<file path="src/rtl/intersection_phase_arbiter.sv">
// intersection_phase_arbiter
//
// Round-robin phase sequencer that shares one intersection between four
// approaches (M1, M2, MT main turn, S side). One approach at a time gets
// green, bounded by minimum/maximum green times, followed by a fixed yellow
// and an all-red clearance before the next grant.
//
// Ports:
//   clk           system clock
//   rst           synchronous active-high reset
//   req[3:0]      level vehicle requests (bit0 M1, bit1 M2, bit2 MT, bit3 S)
//   light_M1/M2/MT/S [2:0]  {red,yellow,green}, one-hot, registered
//   active_phase[1:0]       approach holding green/yellow
//   phase_valid             high while in GREEN or YELLOW
//
// Optional feature (macro EMERGENCY_PREEMPT_EN):
//   emg_req             emergency request, level
//   emg_phase[1:0]      approach to preempt to
//   While emg_req is high a green on another approach is cut short, the
//   emergency approach is granted after clearance and its green is held
//   without timing out. Preemptive grants leave the round-robin pointer alone.
module intersection_phase_arbiter #(
    parameter int MIN_GREEN = 5,
    parameter int MAX_GREEN = 15,
    parameter int YELLOW_T  = 3,
    parameter int ALLRED_T  = 1,
    parameter int CNT_W     = 8
) (
    input  logic       clk,
    input  logic       rst,
    input  logic [3:0] req,
`ifdef EMERGENCY_PREEMPT_EN
    input  logic       emg_req,
    input  logic [1:0] emg_phase,
`endif
    output logic [2:0] light_M1,
    output logic [2:0] light_M2,
    output logic [2:0] light_MT,
    output logic [2:0] light_S,
    output logic [1:0] active_phase,
    output logic       phase_valid
);

    typedef enum logic [1:0] {IDLE, GREEN, YELLOW, ALLRED} state_t;

    localparam logic [CNT_W-1:0] MIN_LAST    = CNT_W'(MIN_GREEN - 1);
    localparam logic [CNT_W-1:0] MAX_LAST    = CNT_W'(MAX_GREEN - 1);
    localparam logic [CNT_W-1:0] YELLOW_LAST = CNT_W'(YELLOW_T - 1);
    localparam logic [CNT_W-1:0] ALLRED_LAST = CNT_W'(ALLRED_T - 1);

    localparam logic [2:0] RED = 3'b100;
    localparam logic [2:0] YEL = 3'b010;
    localparam logic [2:0] GRN = 3'b001;

    state_t           state, nxt_state;
    logic [CNT_W-1:0] timer, nxt_timer;
    logic [1:0]       ptr, nxt_ptr;
    logic [1:0]       nxt_phase;

    logic             others, own, go_yellow, do_arb;
    logic             arb_valid, arb_move;
    logic [1:0]       arb_phase;
    logic             emg_preempt, emg_hold;

    // First set request bit at or above p, wrapping 3->0. The loop runs from
    // the farthest offset down so the nearest hit is the one that sticks.
    function automatic logic [1:0] rr_winner(input logic [3:0] r, input logic [1:0] p);
        logic [1:0] idx;
        rr_winner = p;
        for (int i = 3; i >= 0; i--) begin
            idx = p + 2'(i);
            if (r[idx]) rr_winner = idx;
        end
    endfunction

    function automatic logic [2:0] decode(input state_t s, input logic [1:0] ph,
                                          input logic [1:0] idx);
        if (ph != idx)        decode = RED;
        else if (s == GREEN)  decode = GRN;
        else if (s == YELLOW) decode = YEL;
        else                  decode = RED;
    endfunction

    always_comb begin
        others = |(req & ~(4'b0001 << active_phase));
        own    = req[active_phase];

`ifdef EMERGENCY_PREEMPT_EN
        emg_preempt = emg_req && (active_phase != emg_phase);
        emg_hold    = emg_req && (active_phase == emg_phase);
        // An emergency grant overrides both the request vector and RR order.
        if (emg_req) begin
            arb_valid = 1'b1;
            arb_phase = emg_phase;
            arb_move  = 1'b0;
        end else begin
            arb_valid = |req;
            arb_phase = rr_winner(req, ptr);
            arb_move  = 1'b1;
        end
`else
        emg_preempt = 1'b0;
        emg_hold    = 1'b0;
        arb_valid   = |req;
        arb_phase   = rr_winner(req, ptr);
        arb_move    = 1'b1;
`endif

        go_yellow = emg_preempt ||
                    (!emg_hold && others &&
                     (((timer >= MIN_LAST) && !own) || (timer == MAX_LAST)));

        nxt_state = state;
        nxt_phase = active_phase;
        nxt_timer = timer;
        nxt_ptr   = ptr;
        do_arb    = 1'b0;

        case (state)
            IDLE: begin
                nxt_timer = '0;
                do_arb    = 1'b1;
            end
            GREEN: begin
                if (go_yellow) begin
                    nxt_state = YELLOW;
                    nxt_timer = '0;
                end else if (emg_hold) begin
                    // Frozen at or above the minimum so that, once the
                    // emergency clears, a waiting approach can take over at once.
                    nxt_timer = (timer < MIN_LAST) ? MIN_LAST : timer;
                end else begin
                    nxt_timer = (timer >= MAX_LAST) ? MAX_LAST : timer + 1'b1;
                end
            end
            YELLOW: begin
                if (timer == YELLOW_LAST) begin
                    nxt_state = ALLRED;
                    nxt_timer = '0;
                end else begin
                    nxt_timer = timer + 1'b1;
                end
            end
            ALLRED: begin
                if (timer == ALLRED_LAST) begin
                    nxt_timer = '0;
                    do_arb    = 1'b1;
                end else begin
                    nxt_timer = timer + 1'b1;
                end
            end
            default: begin
                nxt_state = IDLE;
                nxt_timer = '0;
            end
        endcase

        if (do_arb) begin
            if (arb_valid) begin
                nxt_state = GREEN;
                nxt_phase = arb_phase;
                if (arb_move) nxt_ptr = arb_phase + 2'd1;
            end else begin
                nxt_state = IDLE;
            end
        end
    end

    // Lights are decoded from the next state so each registered output
    // always matches the registered state of the same cycle.
    always_ff @(posedge clk) begin
        if (rst) begin
            state        <= IDLE;
            timer        <= '0;
            ptr          <= 2'd0;
            active_phase <= 2'd0;
            phase_valid  <= 1'b0;
            light_M1     <= RED;
            light_M2     <= RED;
            light_MT     <= RED;
            light_S      <= RED;
        end else begin
            state        <= nxt_state;
            timer        <= nxt_timer;
            ptr          <= nxt_ptr;
            active_phase <= nxt_phase;
            phase_valid  <= (nxt_state == GREEN) || (nxt_state == YELLOW);
            light_M1     <= decode(nxt_state, nxt_phase, 2'd0);
            light_M2     <= decode(nxt_state, nxt_phase, 2'd1);
            light_MT     <= decode(nxt_state, nxt_phase, 2'd2);
            light_S      <= decode(nxt_state, nxt_phase, 2'd3);
        end
    end

endmodule

</file>
<file path="config.mk">
export PLATFORM = sky130hd
export DESIGN_NAME = intersection_phase_arbiter
export DESIGN_NICKNAME = d
export VERILOG_FILES = /design/src/rtl/intersection_phase_arbiter.sv
export SDC_FILE = /design/constraint.sdc
export NUM_CORES = 1
export LEC_CHECK = 0
export BUFFER_PORTS_ARGS = -buffer_cell sky130_fd_sc_hd__buf_4
export CAP_MARGIN = 20
export CORE_UTILIZATION = 55
export CTS_BUF_LIST = sky130_fd_sc_hd__clkbuf_8
export DETAILED_ROUTE_END_ITERATION = 12
export PLACE_DENSITY = 0.77
export SYNTH_ARGS = -nofsm -noshare
export SYNTH_HDL_FRONTEND = slang
export SYNTH_SLANG_ARGS = --single-unit
</file>
<file path="constraint.sdc">
create_clock -name clk -period 3.13 [get_ports clk]
set_clock_uncertainty 0.1 [all_clocks]
set_input_delay 0.313 -clock clk [delete_from_list [all_inputs] [get_ports clk]]
set_output_delay 0.313 -clock clk [all_outputs]
set_load 0.01 [all_outputs]
</file>
==> results of run 1 <==
report_power, final:
part / total [mW] / switching [mW] / leakage (nW) / internal (mW)
logic: 0.604 / 0.337 / 0.435 / 0.268
clock network: 0.201 / 0.110 / 0.0217 / 0.0904
registers: 0.471 / 0.0626 / 0.220 / 0.408
stage by stage:
stage | setup WS (ps) | cells | hold slack (ps) | total power, mW | area (um2)
after floorplan | 658.0 | 169 | 325.8 | 0.9389 | 1550
after global placement | 621.6 | 214 | 417.9 | 1.059 | 1709
after detailed placement | 498.1 | 214 | 428.8 | 1.080 | 1709
after CTS | 486.2 | 218 | 187.4 | 1.283 | 1758
after global routing | 283.2 | 218 | 190.4 | 1.369 | 1758
final | 472.5 | 218 | 194.7 | 1.276 | 1758
logic make-up (layout without fill, tap and decap cells):
kind of cell	count (synthesis)	count (layout)
compound gates	38	38
flops	27	27
xor+xnor	5	5
simple gates	74	74
fa+ha+maj	10	10
mux	4	4
buf+inv	11	30
synth_stat cells, drive strengths merged, types with 3 or more instances:
| master | instances | area share, % |
|---|---|---|
| mux2i | 3 | 1.9 |
| nor2 | 26 | 6.3 |
| nor3 | 8 | 3.3 |
| nand2b | 9 | 3.6 |
| nand3 | 6 | 1.9 |
| buf | 3 | 1.3 |
| nand2 | 11 | 2.7 |
| xor2 | 3 | 1.7 |
| a31oi | 7 | 3.8 |
| inv | 6 | 1.5 |
| nor2b | 4 | 1.6 |
| ha | 10 | 8.1 |
| a21oi | 9 | 4.6 |
| dfxtp | 27 | 35 |
how the worst max path moves through the flow:
stage | start | endpoint | cells past startpoint
2_1_floorplan | active_phase[0] | light_M1[2] | 9
3_3_place_gp | active_phase[0] | light_M1[2] | 8
3_5_place_dp | state[1] | light_M2[2] | 9
4_1_cts | state[1] | light_M2[2] | 9
5_1_grt | state[1] | light_M2[2] | 9
6_report | state[1] | light_M2[2] | 9
worst reg2reg max path: stages (launching register included):
cell and delay [ps]:
dfxtp_1 440, inv_1 100, ha_1 360, and2b_2 250, a41oi_1 270, o21ai_0 220, a2bb2oi_2 180, ha_1 280
nor2_1 260, nand2b_1 90
placed cells by master, fill, tap and decap left out, drive strengths merged, types with 2 or more instances in the layout:
master,Yosys,layout
xnor2,2,2
dfxtp,27,27
or2b,2,2
nor2,26,26
nor3,8,8
nor2b,4,4
buf,3,20
ha,10,10
nand3,6,6
o21ai,2,2
clkbuf,2,3
mux2i,3,3
xor2,3,3
and2b,2,2
a31oi,7,7
inv,6,6
nand2,11,11
nand2b,9,9
a21oi,9,9
o211ai,2,2
o32ai,2,2
state kept, by name (all words and copies together) (netlist names):
name and flops:
active_phase 2, ptr 2, light_M2 3, light_MT 3, state 2, timer 8, light_M1 3, phase_valid 1
light_S 3
metal layers:
| metal | track usage (%) | up-vias | wire (um) |
|---|---|---|---|
| li1 | - | 644 | - |
| met1 | 30.79 | 620 | 1457 |
| met2 | 38.35 | 36 | 1516 |
| met3 | 4.918 | 4 | 157 |
| met4 | 8.333 | 0 | 34 |
| met5 | 0 | - | 0 |
cell type report:
type | instances | area, um2
timing repair buffer | 20 | 150.1
clock inverter | 1 | 7.507
tap | 30 | 37.54
clock buffer | 3 | 41.29
inverter | 6 | 22.52
multi-input combinational | 131 | 958.4
fill | 213 | 809.5
sequential | 27 | 540.5
==> results.md, run 1 <==
* Adder-Cell Fraction of Synth Area at under 10%
* Synth Area in Compound Gates at a little over a fifth
* Crit Path Class: flip-flop to flip-flop
* RSZ-0062 raised after global routing: false
* CTS root buf: clkbuf_8
* DRC at 0
* Largest net degree at the start of global routing at 17
* Post-CTS Hold Buffers at 0
* Worst setup SP type: flip-flop
* Status: completed
* Crit path top cell by count: ha_1
* Syn nets at 185
* Total Routing Usage GR at approximately a quarter
* Setup slack, reg-to-reg at roughly 470 ps
* Antenna Nets Post-Route at 0
* Pwr/cell area at 725.6 nW/um2
* Worst min path class: input port to flip-flop
* Crit-path cells: inv_1, ha_1, and2b_2, a41oi_1, o21ai_0, a2bb2oi_2, ha_1, nor2_1, nand2b_1
* Worst path required time at 3190 ps
* Max IR drop VDD at between 0.0004 and 0.0005 V
* Post-CTS setup buffer count at 0
* Delay of the slowest critical-path stage at around 440 ps
* Final HPWL from detailed placement at between 2 and 2.5 mm
* Cell family with most CP delay: compound AO/OA/AOI/OAI gates
* P&R area growth vs syn at 13.40%
* Hold Path Sink: ptr[1]
* Initial antenna violation count at 0
* CTS tree: yes
* Post-CTS sizing at 0
* Part of the cycle the worst path needs at a little over four fifths
* ANT cells at 0
* Initial DRC count at 40
* HP Start: rst
* Vias in the first global route at 1,120
* Wirelength, routed at around 3.2 mm
* Vias per std cell at 5.982
* Die Area at 3035 um2
* Max-cap viol count at 0
* Synth warn at 0
* # port buffers at 20
* Post-route minimum period at between 2000 and 3000 ps
* Total negative slack at 0 ps
* R2r startpoint: state[1]
* Clock Tree Buf Depth at 2
* Multiplexer share of the synthesized area at 3.390%
* Slew at the pin closest to its max-slew limit at between 400 and 500 ps
* Post-Synth XOR/XNOR Area at 2.825%
* Die Span Y at about 55 um
* Fin util at between 60% and 70%
* Final Hold Fails at 0
* Worst Hold Depth at 2
* Post-synthesis sequential area ratio at approximately a third
* Grt ovf at 0
* Core area at between 2000 and 3000 um2
* Top_reg_cell synth: dfxtp_1
* Synth unique cells at between 50 and 60
* Layout cells sized above 1 at 21.81%
* Cell count after synthesis at ~170
* Mapped cell area at between 1500 and 2000 um2
* Die W at approximately 55 um
* Io pins at 21
* First-pass GRT wire length at ~5 mm
* Largest family of logic cells by synthesized area: simple AND/OR/NAND/NOR gates
* FMAX at between 300 and 400 MHz
* Htree depth at 1
* CTS Buf Count at 3
* Reg2Reg Depth at 9
* CP endpoint kind: flip-flop
* Core Rows at 18
* Crit Reg-Reg Endpoint: light_M2[2]
* Count of state elements after synthesis at 27
* Routability cong. at 0.8678
* Worst path slowest cell: dfxtp_1
* Latest clock arrival within the worst-skew pair at 270 ps
* Post-synth EDFFs at 0
* Final nets at between 200 and 250
* Final Max Slew Viols at 0
* Simple-Gate Fraction of Synth Area at 25.59%
* CTS Sinks at 27
* Detailed-route via count at 1,304
* # setup viols final at 0
* Worst endpoint data arrival time at about 2700 ps
* CP bufs+invs at 1
* WL/cell at between 10 and 15 um
* Rel. slew slack at 68.24%
* DR pass1 iterations at 4
* Clock slew at reported path FFs at approximately 90 ps
* LEAKAGE at 0.6769 nW
* Syn Area/Cell at roughly 9.2 um2
* Initial Util at 60.38%
* Asr flop ratio synth at 0%
* Worst-path maximum fanout at 6
No activity file was read; power rests on OpenSTA's default activity.
==> run 2: changes to the inputs <==
clock period = 2.7 ns   (was 3.13 ns; I/O delays follow)
==> run 2 against run 1 <==
Compared with the run above:
- combinational power rose by 23%
- total power rose by 19%
- critical endpoint unchanged
- register-to-register slack got worse by 300 ps
==> results.md, run 2 (same netlist as run 1, synthesis figures left out) <==
* Largest net degree at the start of global routing at 17 (unchanged)
* Fill cells at 203 (-4.7%)
* LEAKAGE at 0.6911 nW (+2.1%)
* Worst endpoint data arrival time at 2600 ps (-120 ps)
* # port buffers at 20 (unchanged)
* Final HPWL from detailed placement at 2.333 mm (-4.9%)
* Htree depth at 1 (unchanged)
* Wirelength, routed at 3.082 mm (-2.6%)
* Final Max Slew Viols at 0 (unchanged)
* Grt ovf at 0 (unchanged)
* Worst setup SP type: flip-flop
* Total negative slack at 0 ps (unchanged)
* Max IR drop VDD at 0.0006512 V (+40%)
* Placed Area at 1732 um2 (+1.3%)
* Vias per std cell at 5.783 (-3.3%)
* Post-CTS sizing at 0 (unchanged)
* CTS root buf: clkbuf_8
* Vias in the first global route at 1,135 (+1.3%)
* Initial DRC count at 31 (-23%)
* Initial Util at 60.38% (unchanged)
* PnR worst setup slack at 167.9 ps (-304.6 ps)
* WL/cell at 13.95 um (-3.9%)
* Routability cong. at 0.8303 (-4.3%)
* CTS Sinks at 27 (unchanged)
* Layout cells sized above 1 at 23.56% (+1.8 points)
* FMAX at 394.9 MHz (+5.0%)
* Worst path required time at 2770 ps (-420 ps)
* Pwr/cell area at 849.2 nW/um2 (+17%)
* Final nets at 208 (+1.5%)
* Multi-input gate area at 960.9 um2 (+0.26%)
* Max reg flops at 8 (unchanged)
* Worst-path maximum fanout at 6 (unchanged)
* ANT cells at 0 (unchanged)
* Biggest register: timer
* First-pass GRT wire length at 4.954 mm (-0.96%)
* Clock slew at reported path FFs at 100 ps (about the same)
* Final instance area at 1783 um2 (+1.4%)
* DRC at 0 (unchanged)
* Status: completed
* Setup slack, reg-to-reg at 170 ps (-300 ps)
* Clock Tree Buf Depth at 2 (unchanged)
* Antenna Nets Post-Route at 0 (unchanged)
* Post-CTS setup buffer count at 0 (unchanged)
* Crit Path Class: flip-flop to flip-flop
* CTS tree: yes
* Commonest non-fill, non-tap cell in the layout: dfxtp_1
* Io pins at 21 (unchanged)
* RSZ-0062 raised after global routing: false
* Total Routing Usage GR at 22.96% (-0.67 points)
* Part of the cycle the worst path needs at 93.78% (+8.9 points)
* DR pass1 iterations at 4 (unchanged)
* Post-CTS Hold Buffers at 0 (unchanged)
* Worst min path class: input port to flip-flop
* Core area at 2567 um2 (unchanged)
* Die W at 55.09 um (unchanged)
* CP endpoint kind: flip-flop
* P&R area growth vs syn at 15.01%
* Rel. slew slack at 70.22% (+2.0 points)
* Max-cap viol count at 0 (unchanged)
* Register Area at 540.5 um2 (unchanged)
* Die Span Y at 55.09 um (unchanged)
* # setup viols final at 0 (unchanged)
* Core Rows at 18 (unchanged)
* Die Area at 3035 um2 (unchanged)
* Commonest non-fill, non-tap cells in the layout: 27 x dfxtp_1, 25 x nor2_1, 23 x buf_4
* Slew at the pin closest to its max-slew limit at 443.3 ps (-31.28 ps)
* Latest clock arrival within the worst-skew pair at 270 ps (about the same)
* DP Worst Slack at 51.74 ps (-446.4 ps)
* Initial antenna violation count at 0 (unchanged)
* Post-route minimum period at 2532 ps (-125.4 ps)
* CTS Buf Count at 3 (unchanged)
* Final Hold Fails at 0 (unchanged)
* Detailed-route via count at 1,278 (-2.0%)
==> run 2: through the flow <==
step | power (mW) | cells | util (%) | hold slack, ps
global route | 1.616 | 221 | 69.44 | 154.8
global placement | 1.249 | 217 | 67.45 | 417.6
finish | 1.514 | 221 | 69.44 | 150.6
detailed placement | 1.273 | 217 | 67.45 | 425.0
CTS | 1.506 | 221 | 69.35 | 147.1
floorplan | 1.088 | 169 | - | 282.8
==> run 2: layer usage <==
layer	up-vias	track usage [%]	wire, um
li1	655	-	-
met1	585	30.55	1557
met2	33	39.16	1396
met3	5	4.098	107
met4	0	3.750	21
met5	-	0	0
==> run 2: layout make-up <==
type                       instances  area share, %
clock buffer                       3          2.316
clock inverter                     1         0.4211
inverter                           6          1.263
multi-input combinational        131          53.89
sequential                        27          30.32
tap                               30          2.105
timing repair buffer              23          9.684
==> run 2: worst paths after layout <==
path / startpoint / end / cells past startpoint
max reg2reg: state[1] / light_M2[2] / 9
min reg2reg: ptr[0] / ptr[0] / 2
min: rst / ptr[1] / 2
max: state[1] / light_M2[2] / 9
==> run 2: where the power goes <==
| group | switching [mW] | leakage (nW) | internal [mW] |
|---|---|---|---|
| clock network | 0.132 | 0.0217 | 0.105 |
| logic | 0.409 | 0.450 | 0.334 |
| registers | 0.0612 | 0.220 | 0.473 |
==> run 2: worst max-delay path: stages (launching register included) <==
cell	delay, ps
dfxtp_1	420
inv_1	90
ha_1	360
and2b_2	250
a41oi_1	270
o21ai_1	170
a2bb2oi_2	160
ha_1	310
nor2_2	210
nand2b_1	80
==> run 3: changes to the inputs <==
ABC_AREA = 1   (was unset)
CTS_CLUSTER_SIZE = 30   (was unset)
MAX_ROUTING_LAYER = met4   (was unset)
==> run 3 against run 2 <==
Compared with the run above:
- sequential share of layout area shrank 0.58 points
- sequential power up 3%
- non-clock buffer count is 3 lower
- clock power shrank 5%
- synthesized cell count rose by 30%
- routed wire length decreased by 1.6%
- clock-buffer cell count did not move
- core utilization decreased by 3.5 points
- first-iteration DRC count is 74% higher
- register-to-register slack better by 330 ps
- synthesized area grew 2.6%
- critical endpoint is now light_S[2]
==> results.md, run 3 <==
* Crit Path Class: flip-flop to flip-flop
* Vias per std cell at 5.139 (-11%)
* Commonest non-fill, non-tap cell in the layout: nand2_1
* Total negative slack at 0 ps (unchanged)
* Grt ovf at 0 (unchanged)
* Post-CTS Hold Buffers at 0 (unchanged)
* Syn nets at 236 (+28%)
* Met3 WL at 82 um (-23%)
* Io pins at 21 (unchanged)
* Core area at 2758 um2 (+7.4%)
* Part of the cycle the worst path needs at 81.43% (-12 points)
* Multiplexer share of the synthesized area at 0% (-3.4 points)
* Cell Count, Final, Fillers Out at 274 (+24%)
* Initial DRC count at 54 (+74%)
* DR pass1 iterations at 4 (unchanged)
* Rel. slew slack at 74.65% (+4.4 points)
* Post-Synth XOR/XNOR Area at 2.203% (-0.62 points)
* Synth Area in Compound Gates at 7.632% (-14 points)
* Clock slew at reported path FFs at 90 ps (about the same)
* Max-cap viol count at 0 (unchanged)
* Top Layer Used: met4
* Synth area leader: dfxtp_1
* DP Worst Slack at 531.0 ps (+479.3 ps)
* First-pass GRT wire length at 5.430 mm (+9.6%)
* Die Area at 3110 um2 (+2.5%)
* Vias in the first global route at 1,275 (+12%)
* Latest clock arrival within the worst-skew pair at 270 ps (about the same)
* Routability cong. at 0.8678 (+4.5%)
* Worst setup SP type: flip-flop
* Layout cells sized above 1 at 23.87% (+0.31 points)
* Asr flop ratio synth at 0% (unchanged)
* Synth warn at 0 (unchanged)
* # port buffers at 20 (unchanged)
* Final HPWL from detailed placement at 2.467 mm (+5.7%)
* Post-synth top cells: 46 x nand2_1, 27 x dfxtp_1, 25 x inv_1
* Initial antenna violation count at 0 (unchanged)
* Htree depth at 1 (unchanged)
* Synth unique cells at 27 (-48%)
* Total Routing Usage GR at 22.43% (-0.53 points)
* CTS tree: yes
* Yosys top cell area share at 33.99% (-0.88 points)
* Fin util at 65.93% (-3.5 points)
* Worst-path maximum fanout at 4 (-2)
* Top_reg_cell synth: dfxtp_1
* Post-CTS sizing at 0 (unchanged)
* RSZ-0062 raised after global routing: false
* Initial Util at 57.67% (-2.7 points)
* Die W at 55.77 um (+1.2%)
* DRC at 0 (unchanged)
* Worst endpoint data arrival time at 2250 ps (-350 ps)
* Routed wl met2 at 1.440 mm (+3.2%)
* CP endpoint kind: flip-flop
* Synth area leaders: dfxtp_1 34%, nand2_1 11%, ha_1 7.9%
* Post-CTS setup buffer count at 0 (unchanged)
* Final Max Slew Viols at 0 (unchanged)
* CTS Buf Count at 3 (unchanged)
* WL/cell at 11.07 um (-21%)
* PnR worst setup slack at 501.3 ps (+333.4 ps)
* Biggest register: timer
* # setup viols final at 0 (unchanged)
* ANT cells at 0 (unchanged)
* Count of state elements after synthesis at 27 (unchanged)
* Pwr/cell area at 1011 nW/um2 (+19%)
* Max IR drop VDD at 0.0007271 V (+12%)
* Final nets at 260 (+25%)
* Final Power at 1.839 mW (+21%)
* Wirelength, routed at 3.032 mm (-1.6%)
* Final Hold Fails at 0 (unchanged)
* LEAKAGE at 0.8987 nW (+30%)
* Simple-Gate Fraction of Synth Area at 38.55% (+13 points)
* Antenna Nets Post-Route at 0 (unchanged)
* Status: completed
* Max reg flops at 8 (unchanged)
* Post-synthesis sequential area ratio at 33.99% (-0.88 points)
* Largest net degree at the start of global routing at 16 (-1)
* Worst path required time at 2750 ps (-20 ps)
* CTS root buf: clkbuf_8
* Met1 Routed Length at 1.454 mm (-6.6%)
* CTS Sinks at 27 (unchanged)
* Clock Tree Buf Depth at 2 (unchanged)
* Mapped cell area at 1590 um2 (+2.6%)
* Most frequent cell after synthesis: nand2_1
* FMAX at 454.8 MHz (+15%)
* Post-synth EDFFs at 0 (unchanged)
* Die Span Y at 55.77 um (+1.2%)
* P&R area growth vs syn at 14.32%
* Post-route minimum period at 2199 ps (-333.4 ps)
* Core Rows at 19 (+1)
* Number of placed cells counting well taps at 270 (+24%)
* Commonest non-fill, non-tap cells in the layout: 46 x nand2_1, 27 x dfxtp_1, 25 x inv_1
* Adder-Cell Fraction of Synth Area at 7.868% (-0.20 points)
* Syn Area/Cell at 7.229 um2 (-21%)
* Slew at the pin closest to its max-slew limit at 379.7 ps (-63.63 ps)
* Worst min path class: input port to flip-flop
* Detailed-route via count at 1,408 (+10%)
* Cell count after synthesis at 220 (+30%)
* Largest family of logic cells by synthesized area: simple AND/OR/NAND/NOR gates
## run 3: changes by cell type in the layout (fill, tap and decap cells not counted), sizes merged, moves of 4 or more
cell	change
nand2	+45
inv	+32
nand3	+18
o21ai	+11
nand2b	-9
a31oi	-7
nand4	+5
a21oi	-4
nor2b	-4
## run 3: layout make-up
type | count | area, um2
Inverter | 39 | 147.6
Multi-Input combinational cell | 153 | 894.6
Fill cell | 240 | 939.7
Clock inverter | 1 | 5.005
Timing Repair Buffer | 20 | 150.1
Sequential cell | 27 | 540.5
Tap cell | 31 | 38.79
Clock buffer | 3 | 41.29
## run 3: cell families (layout without fill, tap and decap cells)
kind of cell,after synthesis,after routing
DFF,27,27
buffers and inverters,40,63
xor gates and xnor gates,4,4
adders and majority gates,10,10
and+or+nand+nor,117,117
AOI/OAI and AO/OA,22,22
## run 3: critical path: stages (launching register included)
cell and delay (ps):
dfxtp_1 350, inv_1 110, ha_1 150, inv_1 50, nor2_2 110, nand3_1 100, nand2_2 100, nand2_4 70
a21boi_0 130, a21oi_1 290, ha_1 300, inv_1 120, nand4_1 110
## run 3: layer usage
metal | up-vias | GRT usage (%)
li1 | 742 | -
met1 | 637 | 28.22
met2 | 20 | 36.83
met3 | 9 | 3.488
met4 | 0 | 7.500
met5 | - | -
## run 3: final timing paths
path	from	to	slack, ps	cells past startpoint
worst min-delay path	rst	timer[3]	110	2
worst max register to register	timer[0]	light_S[2]	500	12
worst min register to register	timer[0]	timer[0]	370	1
worst max-delay path	timer[0]	light_S[2]	500	12
## run 3: where the power goes
group	switching (mW)	leakage, nW	total, mW	internal (mW)
sequential	0.0647	0.220	0.551	0.487
clock	0.121	0.0255	0.224	0.103
combinational	0.688	0.653	1.06	0.375
## run 3: through the flow
stage,hold WS (ps),area [um2]
2_1_floorplan,236.7,1590
3_3_place_gp,352.0,1772
5_1_grt,102.9,1818
3_5_place_dp,359.0,1772
6_report,111.0,1818
4_1_cts,101.6,1818
